[src/rtl/adpll_mon_pkg.sv]
// rtl/adpll_mon_pkg.sv - shared types and default parameters for the ADPLL lock monitor
package adpll_mon_pkg;

  typedef enum logic [1:0] {
    IDLE    = 2'd0,
    ACQUIRE = 2'd1,
    CAPTURE = 2'd2,
    DONE    = 2'd3
  } mon_state_t;

  localparam int DEF_TDC_W      = 12;
  localparam int DEF_DCO_W      = 16;
  localparam int SAMPLE_W       = DEF_DCO_W + DEF_TDC_W;
  localparam int DEF_DEPTH_LOG2 = 6;
  localparam int DEF_CNT_W      = 24;
  localparam int DEF_TIMEOUT    = 100000;

endpackage

[src/rtl/adpll_sample_fifo.sv]
// rtl/adpll_sample_fifo.sv - synchronous register-array FIFO holding post-lock samples
module adpll_sample_fifo #(
  parameter int DEPTH_LOG2 = 6,
  parameter int SAMPLE_W   = 28
) (
  input  logic                clk,
  input  logic                rst,
  input  logic                clr,
  input  logic                wr_en,
  input  logic [SAMPLE_W-1:0] wr_data,
  input  logic                rd_en,
  output logic [SAMPLE_W-1:0] rd_data,
  output logic                rd_valid,
  output logic                empty,
  output logic                full
);

  localparam int DEPTH = 1 << DEPTH_LOG2;

  logic [SAMPLE_W-1:0]   mem [DEPTH];
  logic [DEPTH_LOG2-1:0] wr_ptr;
  logic [DEPTH_LOG2-1:0] rd_ptr;
  logic [DEPTH_LOG2:0]   count;
  logic                  wr_ok;
  logic                  rd_ok;

  assign empty = (count == '0);
  assign full  = (count == (DEPTH_LOG2 + 1)'(DEPTH));
  assign wr_ok = wr_en & ~full & ~clr;
  assign rd_ok = rd_en & ~empty & ~clr;

  // Sample storage; contents are never reset because the pointers gate visibility
  always_ff @(posedge clk) begin
    if (wr_ok) mem[wr_ptr] <= wr_data;
  end

  // Pointers, occupancy and registered read port
  always_ff @(posedge clk or posedge rst) begin
    if (rst) begin
      wr_ptr   <= '0;
      rd_ptr   <= '0;
      count    <= '0;
      rd_valid <= 1'b0;
      rd_data  <= '0;
    end else if (clr) begin
      wr_ptr   <= '0;
      rd_ptr   <= '0;
      count    <= '0;
      rd_valid <= 1'b0;
    end else begin
      rd_valid <= rd_ok;
      if (wr_ok) wr_ptr <= wr_ptr + DEPTH_LOG2'(1);
      if (rd_ok) begin
        rd_ptr  <= rd_ptr + DEPTH_LOG2'(1);
        rd_data <= mem[rd_ptr];
      end
      case ({wr_ok, rd_ok})
        2'b10:   count <= count + (DEPTH_LOG2 + 1)'(1);
        2'b01:   count <= count - (DEPTH_LOG2 + 1)'(1);
        default: count <= count;
      endcase
    end
  end

endmodule

[src/rtl/adpll_lock_monitor.sv]
// rtl/adpll_lock_monitor.sv - ADPLL settling-time monitor with post-lock trace capture
module adpll_lock_monitor
  import adpll_mon_pkg::*;
#(
  parameter int TDC_W      = DEF_TDC_W,
  parameter int DCO_W      = DEF_DCO_W,
  parameter int DEPTH_LOG2 = DEF_DEPTH_LOG2,
  parameter int CNT_W      = DEF_CNT_W,
  parameter int TIMEOUT    = DEF_TIMEOUT
) (
  input  logic                   clk,
  input  logic                   rst,
  input  logic                   en,
  input  logic                   channel_lock,
  input  logic [TDC_W-1:0]       tdc_word,
  input  logic [DCO_W-1:0]       dco_s_word,
  input  logic                   rd_en,
  output logic [DCO_W+TDC_W-1:0] rd_data,
  output logic                   rd_valid,
  output logic                   empty,
  output logic [CNT_W-1:0]       settle_cnt,
  output logic                   settle_valid,
  output logic                   lock_fail,
  output logic                   lock_lost,
  output logic                   busy
);

  localparam int SMP_W = DCO_W + TDC_W;
  localparam int DEPTH = 1 << DEPTH_LOG2;
  localparam logic [CNT_W-1:0]      TO_LAST = CNT_W'(TIMEOUT - 1);
  localparam logic [DEPTH_LOG2-1:0] WR_LAST = DEPTH_LOG2'(DEPTH - 1);

  mon_state_t            state;
  logic                  en_q;
  logic                  start;
  logic [CNT_W-1:0]      count;
  logic [DEPTH_LOG2-1:0] wr_cnt;
  logic                  clr;
  logic                  wr_en;
  logic                  full;

  assign start = en & ~en_q;
  assign clr   = (state == IDLE) & start;
  assign wr_en = (state == CAPTURE) & ~full;

  // Enable delay for rising-edge detection
  always_ff @(posedge clk or posedge rst) begin
    if (rst) en_q <= 1'b0;
    else     en_q <= en;
  end

  // Measurement FSM: settling counter, capture length and sticky result flags
  always_ff @(posedge clk or posedge rst) begin
    if (rst) begin
      state        <= IDLE;
      count        <= '0;
      wr_cnt       <= '0;
      settle_cnt   <= '0;
      settle_valid <= 1'b0;
      lock_fail    <= 1'b0;
      lock_lost    <= 1'b0;
      busy         <= 1'b0;
    end else if (!en) begin
      state <= IDLE;
      busy  <= 1'b0;
    end else begin
      case (state)
        IDLE: begin
          if (start) begin
            count        <= '0;
            wr_cnt       <= '0;
            settle_cnt   <= '0;
            settle_valid <= 1'b0;
            lock_fail    <= 1'b0;
            lock_lost    <= 1'b0;
            busy         <= 1'b1;
            state        <= ACQUIRE;
          end
        end
        ACQUIRE: begin
          if (channel_lock) begin
            settle_cnt   <= count;
            settle_valid <= 1'b1;
            state        <= CAPTURE;
          end else if (count == TO_LAST) begin
            lock_fail <= 1'b1;
            busy      <= 1'b0;
            state     <= DONE;
          end else begin
            count <= count + CNT_W'(1);
          end
        end
        CAPTURE: begin
          if (!channel_lock) lock_lost <= 1'b1;
          wr_cnt <= wr_cnt + DEPTH_LOG2'(1);
          if (wr_cnt == WR_LAST) begin
            busy  <= 1'b0;
            state <= DONE;
          end
        end
        default: begin
          state <= DONE;
        end
      endcase
    end
  end

  adpll_sample_fifo #(
    .DEPTH_LOG2 (DEPTH_LOG2),
    .SAMPLE_W   (SMP_W)
  ) u_fifo (
    .clk      (clk),
    .rst      (rst),
    .clr      (clr),
    .wr_en    (wr_en),
    .wr_data  ({dco_s_word, tdc_word}),
    .rd_en    (rd_en),
    .rd_data  (rd_data),
    .rd_valid (rd_valid),
    .empty    (empty),
    .full     (full)
  );

endmodule

[config.mk]
export PLATFORM = sky130hd
export DESIGN_NAME = adpll_lock_monitor
export DESIGN_NICKNAME = d
export VERILOG_FILES = /design/src/rtl/adpll_mon_pkg.sv /design/src/rtl/adpll_sample_fifo.sv /design/src/rtl/adpll_lock_monitor.sv
export SDC_FILE = /design/constraint.sdc
export NUM_CORES = 2
export LEC_CHECK = 0
export CORE_UTILIZATION = 39
export DETAILED_ROUTE_END_ITERATION = 8
export GPL_ROUTABILITY_DRIVEN = 0
export HOLD_SLACK_MARGIN = 0.15
export SETUP_SLACK_MARGIN = 0.5
export SLEW_MARGIN = 40
export SYNTH_ARGS = -nofsm -noshare
export SYNTH_HDL_FRONTEND = slang
export SYNTH_SLANG_ARGS = --single-unit
export TNS_END_PERCENT = 1
[constraint.sdc]
create_clock -name clk -period 5.6 [get_ports clk]
set_clock_uncertainty 0.05 [all_clocks]
set_input_delay 1.68 -clock clk [delete_from_list [all_inputs] [get_ports clk]]
set_output_delay 1.68 -clock clk [all_outputs]
set_load 0.02 [all_outputs]
After elaboration in Yosys (flattened, before gate mapping)

Memories as Yosys holds them, arrays and structs flattened. A register that Yosys moved wholly into a read port is not among the register bits.
Index checks and enable logic that the tools add are counted.

Add/subtract/negate cells: 6
Multiply operators: 0
Div/mod/pow operators: 0
Magnitude comparators: 0
Eq/ne operators: 19
Shifts and indexed selects: 0
Mux-type cells: 37
Bitwise gates (word level): 11
Reductions and logical operators: 15

Operator list:

| kind                                                                     | count |
|---|---|
| 24-bit 2-to-1 mux                                                        | 4 |
| 24-bit case mux with 2 select lines                                      | 2 |
| 6-bit 2-to-1 mux                                                         | 5 |
| 24-bit by 1-bit adder with 24-bit output (second input constant)         | 1 |
| 24-bit by 17-bit equality test with 1-bit output (second input constant) | 1 |
| 6-bit by 1-bit adder with 6-bit output (second input constant)           | 3 |
| 5-bit AND reduction                                                      | 3 |
| 7-bit case mux with 2 select lines                                       | 1 |
| 1-bit 2-to-1 mux                                                         | 13 |
| 2-bit != test (second input constant)                                    | 6 |
| 6-bit case mux with 2 select lines                                       | 1 |
| 2-bit 2-to-1 mux                                                         | 5 |
| 3-bit != test (second input constant)                                    | 3 |
| 4-bit AND reduction                                                      | 2 |
| 2-bit nonzero test                                                       | 4 |
| 7-bit by 1-bit adder with 7-bit output (second input constant)           | 1 |
| 1-bit bitwise AND                                                        | 7 |
| 7-bit equality test (second input constant)                              | 1 |
| 7-bit zero test                                                          | 1 |
| 7-bit 2-to-1 mux                                                         | 1 |
| 7-bit by 1-bit subtractor with 7-bit output (second input constant)      | 1 |
| 6-bit equality test (second input constant)                              | 1 |
| 1-bit case mux with 2 select lines                                       | 3 |
| 2-bit case mux with 3 select lines                                       | 1 |
| 11 further kinds                                                         | 17 |

Register bits after elaboration: 81
Latch bits: 0
Memory bits (writable): 1,792
Bits in read-only memories: 0
Bits of input ports: 33
Output and inout bits: 58
Logic and storage cells: 102
Memories kept: 1

Memory list:

| memory     | depth | width | rd ports | clocked after memory_dff | write ports | line                    | text |
|---|---|---|---|---|---|---|---|
| u_fifo.mem | 64    | 28    | 1        | 1                        | 1           | adpll_sample_fifo.sv:20 | `logic [SAMPLE_W-1:0] mem [DEPTH];` |

Depth between registers and ports, before layout

Depth in word-level cells: 8
Mapped depth: 14
Gate-level depth less buffers: 12

By module

From an unflattened synthesis, not the netlist that was laid out.

Cells, all modules: 3,779
Area total of the unflattened synthesis: 74,064.8 um2

Modules (own cells, without submodules):

| module             | times used | cells each | area an instance (um2) | seq. area each (um2) |
|---|---|---|---|---|
| adpll_sample_fifo  | 1          | 3,476      | 71,025.6               | 55,012.8 |
| adpll_lock_monitor | 1          | 303        | 3,039.2                | 1,526.5 |

Worst setup path after synthesis

No wires, ideal clock.

Path type: input to register
From: input en
To: memory u_fifo.mem[59][0] (enable)
Arrival time: 3,573 ps
Setup slack: 1,564 ps
Cell stages on the path: 5
Buffers on the path: 0
Cell sequence: nand3b_1 nand2_1 nor2_1 nand3_1 nor2_1

Word-level cells in the longest chain between the ends: 6

RTL lines:

| item                                   | line                     | text |
|---|---|---|
| from (decl)                            | adpll_lock_monitor.sv:13 | `input logic en,` |
| 1-bit bitwise AND                      | adpll_lock_monitor.sv:42 | `assign start = en & ~en_q;` |
| 1-bit bitwise AND                      | adpll_lock_monitor.sv:43 | `assign clr = (state == IDLE) & start;` |
| 1-bit inverter                         | adpll_sample_fifo.sv:29  | `assign wr_ok = wr_en & ~full & ~clr;` |
| 1-bit bitwise AND                      | adpll_sample_fifo.sv:29  |  |
| 1-bit 2-to-1 mux                       | adpll_sample_fifo.sv:34  | `if (wr_ok) mem[wr_ptr] <= wr_data;` |
| 1-bit 2-to-1 mux (implied by the code) | adpll_sample_fifo.sv:34  |  |
| to (decl)                              | adpll_sample_fifo.sv:20  |  |

Every way passes these cells.

Worst setup path after layout

From: register u_fifo.count[2]
To: output empty

Word-level cells in the longest chain between the ends: 1

RTL lines:

| item                   | line                     | text |
|---|---|---|
| from (decl)            | adpll_sample_fifo.sv:23  | `logic [DEPTH_LOG2:0] count;` |
| from (signal assigned) | adpll_sample_fifo.sv:58  | `2'b10: count <= count + (DEPTH_LOG2 + 1)'(1);` |
| from (signal assigned) | adpll_sample_fifo.sv:59  | `2'b01: count <= count - (DEPTH_LOG2 + 1)'(1);` |
| from (signal assigned) | adpll_sample_fifo.sv:60  | `default: count <= count;` |
| 7-bit zero test        | adpll_sample_fifo.sv:27  | `assign empty = (count == '0);` |
| to (decl)              | adpll_lock_monitor.sv:20 | `output logic empty,` |

Every way passes these cells.

==> flow_summary.toml <==
[yosys]
yosysWarnings = 0
syn-instance-count = 3744
seq_area_frac_synth_pct = 76.89
yosys-top-cells-area = "edfxtp_1 73%, mux4_2 9.4%, mux2i_1 4.6%"
yosysTopAreaCell = "edfxtp_1"
syn-num-nets = 3790
synth_async_sr_flop_share_pct = 5.734
syn_area_per_cell_sq_um = 19.64
syn_area_sq_um = 73540
ys_ff_latch = 1901
synth_flop_cell = "edfxtp_1"
synth_cell_types = 64
synth_edf_count = 1792
synthDominantCellAreaShare_pct = 73.18

[cts]
cts_buffer_depth = 3
cts-root-buf = "clkbuf_16"
cts.sinks = 1901
path_clk_slew_ns = 0.06
htree_levels = 4
cts_tree = "done"
post_cts_resized = 0
cts_buffers = 182
cts.hold.buffers_added = 0
cts_setup_buffers = 0
insertion_delay_ns = 0.83

[drt]
num_vias = 37130
drc = 0
vias_per_cell = 5.621
top_layer_used = "met5"
drt_iter0_markers = 3959
drtAntennaViolNets = 0
routedLengthMet1_um = 76110
met2_length_um = 98060
finalWirelength_um = 194800
first_pass_iters = 9
routedWlPerCell_um = 29.49
wl_met3_um = 13450

[critical_path]
critPathLaunchType = "register"
crit_end = "empty"
crit_start = "u_fifo.count[2]"
crit_required_ns = 3.87
crit_arrival_ns = 2.91
worst-setup-path-type = "reg2out"
crit_fanout = 5
r2r_cells = 8
r2r-start = "u_fifo.rd_ptr[0]"
r2r_end = "u_fifo.rd_data[14]"
crit_path_end_kind = "primary output"
r2r_slack_ns = 1.65

[finish]
layout.nets = 3995
final_layout_size_suffix_gt1_share_pct = 20.38
area_growth_pct = 14.97

[sta]
finalMaxSlewViolations = 0
rsz0062_at_grt = "false"
tns_ns = 0
slew_headroom_pct = 30.01
max_slew.worst_pin.slew_ns = 1.044
max_clock_freq_mhz = 215.4
hold_violations = 0
fin_crit_sh_pct = 82.88
min_period_ns = 4.641
finalSetupViolations = 0

[min_path]
min_path_cells = 1
hp-class = "reg2reg"

[power]
power_uw = 37320
leakage_uw = 0.02723
power.density_nw_per_um2 = 441.4
vdd_drop_max_mv = 0.3553

[floorplanning]
io_pins = 91
die_w_um = 436.2
coreArea_sq_um = 187600
dieArea_sq_um = 190300
start_util_pct = 39.20
rows = 159
die_h_um = 436.2

[global_routing]
grt.total_usage_pct = 20.22
grt_max_degree = 96
grt_pass1_vias = 36660
antenna_found_initial = 9
grt_overflow = 0
grt_pass1_wl_um = 273400

[placement]
dp_hpwl_um = 119300
port_buffers = 90

[flow_run]
cap_violations = 0

[run_status]
status = "finished clean"
-- power breakdown --
part	internal [uW]	switching [uW]	leakage, uW
clock	6430	5250	0.00275
sequential	15800	574	0.0175
combinational	3770	5450	0.00694
-- worst min path at each step --
stage          slack, ns          from           end
2_1_floorplan       0.42     wr_cnt[1]     wr_cnt[1]
3_5_place_dp        0.42  settle_valid  settle_valid
3_3_place_gp        0.41  settle_valid  settle_valid
6_report            0.43  settle_valid  settle_valid
5_1_grt             0.47  settle_valid  settle_valid
4_1_cts             0.43  settle_valid  settle_valid
-- cell type report --
| type | count | area [sq um] |
|---|---|---|
| fill | 15670 | 103100 |
| sequential | 1901 | 56550 |
| multi-input combinational | 1619 | 16550 |
| clock buffer | 234 | 4822 |
| tap | 2495 | 3122 |
| timing repair buffer | 231 | 2608 |
| clock inverter | 104 | 808.3 |
| inverter | 14 | 62.56 |
| antenna | 7 | 17.52 |
-- worst max-delay path, cell delays in order (launching register included) --
cell	delay [ns]
dfrtp_1	0.41
or4_1	0.67
nor3_1	0.33
clkdlybuf4s50_1	0.67
-- flip-flops by register name, indices dropped and copies added (netlist names) --
name,count
u_fifo.rd_ptr,6
u_fifo.count,7
u_fifo.rd_valid,1
lock_fail,1
settle_cnt,24
count,24
en_q,1
u_fifo.wr_ptr,6
busy,1
u_fifo.mem,1792
wr_cnt,6
state,2
u_fifo.rd_data,28
settle_valid,1
lock_lost,1
-- cells by family after synthesis --
| logic type | Yosys count | share of synthesized area (%) |
|---|---|---|
| flip-flops | 1901 | 76.89 |
| multiplexers | 674 | 14.46 |
| AND/OR/NAND/NOR | 448 | 2.668 |
| AO/OA/AOI/OAI | 444 | 3.963 |
| buffers and inverters | 224 | 1.314 |
| XOR/XNOR | 40 | 0.4764 |
| adder cells (fa/ha/maj) | 13 | 0.2314 |
-- Yosys cell counts (35+ instances only) --
cell type / count
a211oi_1: 43
a21oi_1: 35
buf_2: 82
clkbuf_1: 100
dfrtp_1: 109
edfxtp_1: 1792
mux2i_1: 338
mux4_2: 308
nand2_1: 145
nor2_1: 170
nor3_1: 59
o21ai_0: 82
o22ai_1: 145
-- routing by layer --
metal	track usage, %	vias up
met4	7.425	2
met5	0	-
met2	34.07	1495
met1	25.96	19570
met3	3.897	303
li1	-	15760
-- stage by stage --
step / worst slack [ns] / util [%] / cell area (sq um) / std cells / hold WS [ns]
4_1_cts: 0.8252 / 45.00 / 84420 / 6593 / 0.4322
3_3_place_gp: 0.8706 / 41.67 / 78170 / 6232 / 0.4128
2_1_floorplan: 0.9961 / - / 73540 / 3744 / 0.4155
6_report: 0.9585 / 45.07 / 84550 / 6605 / 0.4326
3_5_place_dp: 0.9003 / 42.00 / 78790 / 6255 / 0.4201
5_1_grt: 0.8222 / 45.06 / 84530 / 6599 / 0.4663
-- layout by cell type (no fill, tap or decap), types with 30 or more instances in the layout --
master and count:
mux2i_1 338, clkinv_1 49, o22ai_1 145, clkdlybuf4s50_1 62, edfxtp_1 1792, mux4_2 308, nor3_1 58, nor2_1 106
clkbuf_16 185, clkinv_2 30, dfrtp_1 105, buf_4 105, xnor2_1 30, a211oi_1 42, clkbuf_1 47, nor2_4 64
o21ai_0 81, nand2_1 145, a21oi_1 35
No activity file was read; power rests on OpenSTA's default activity.
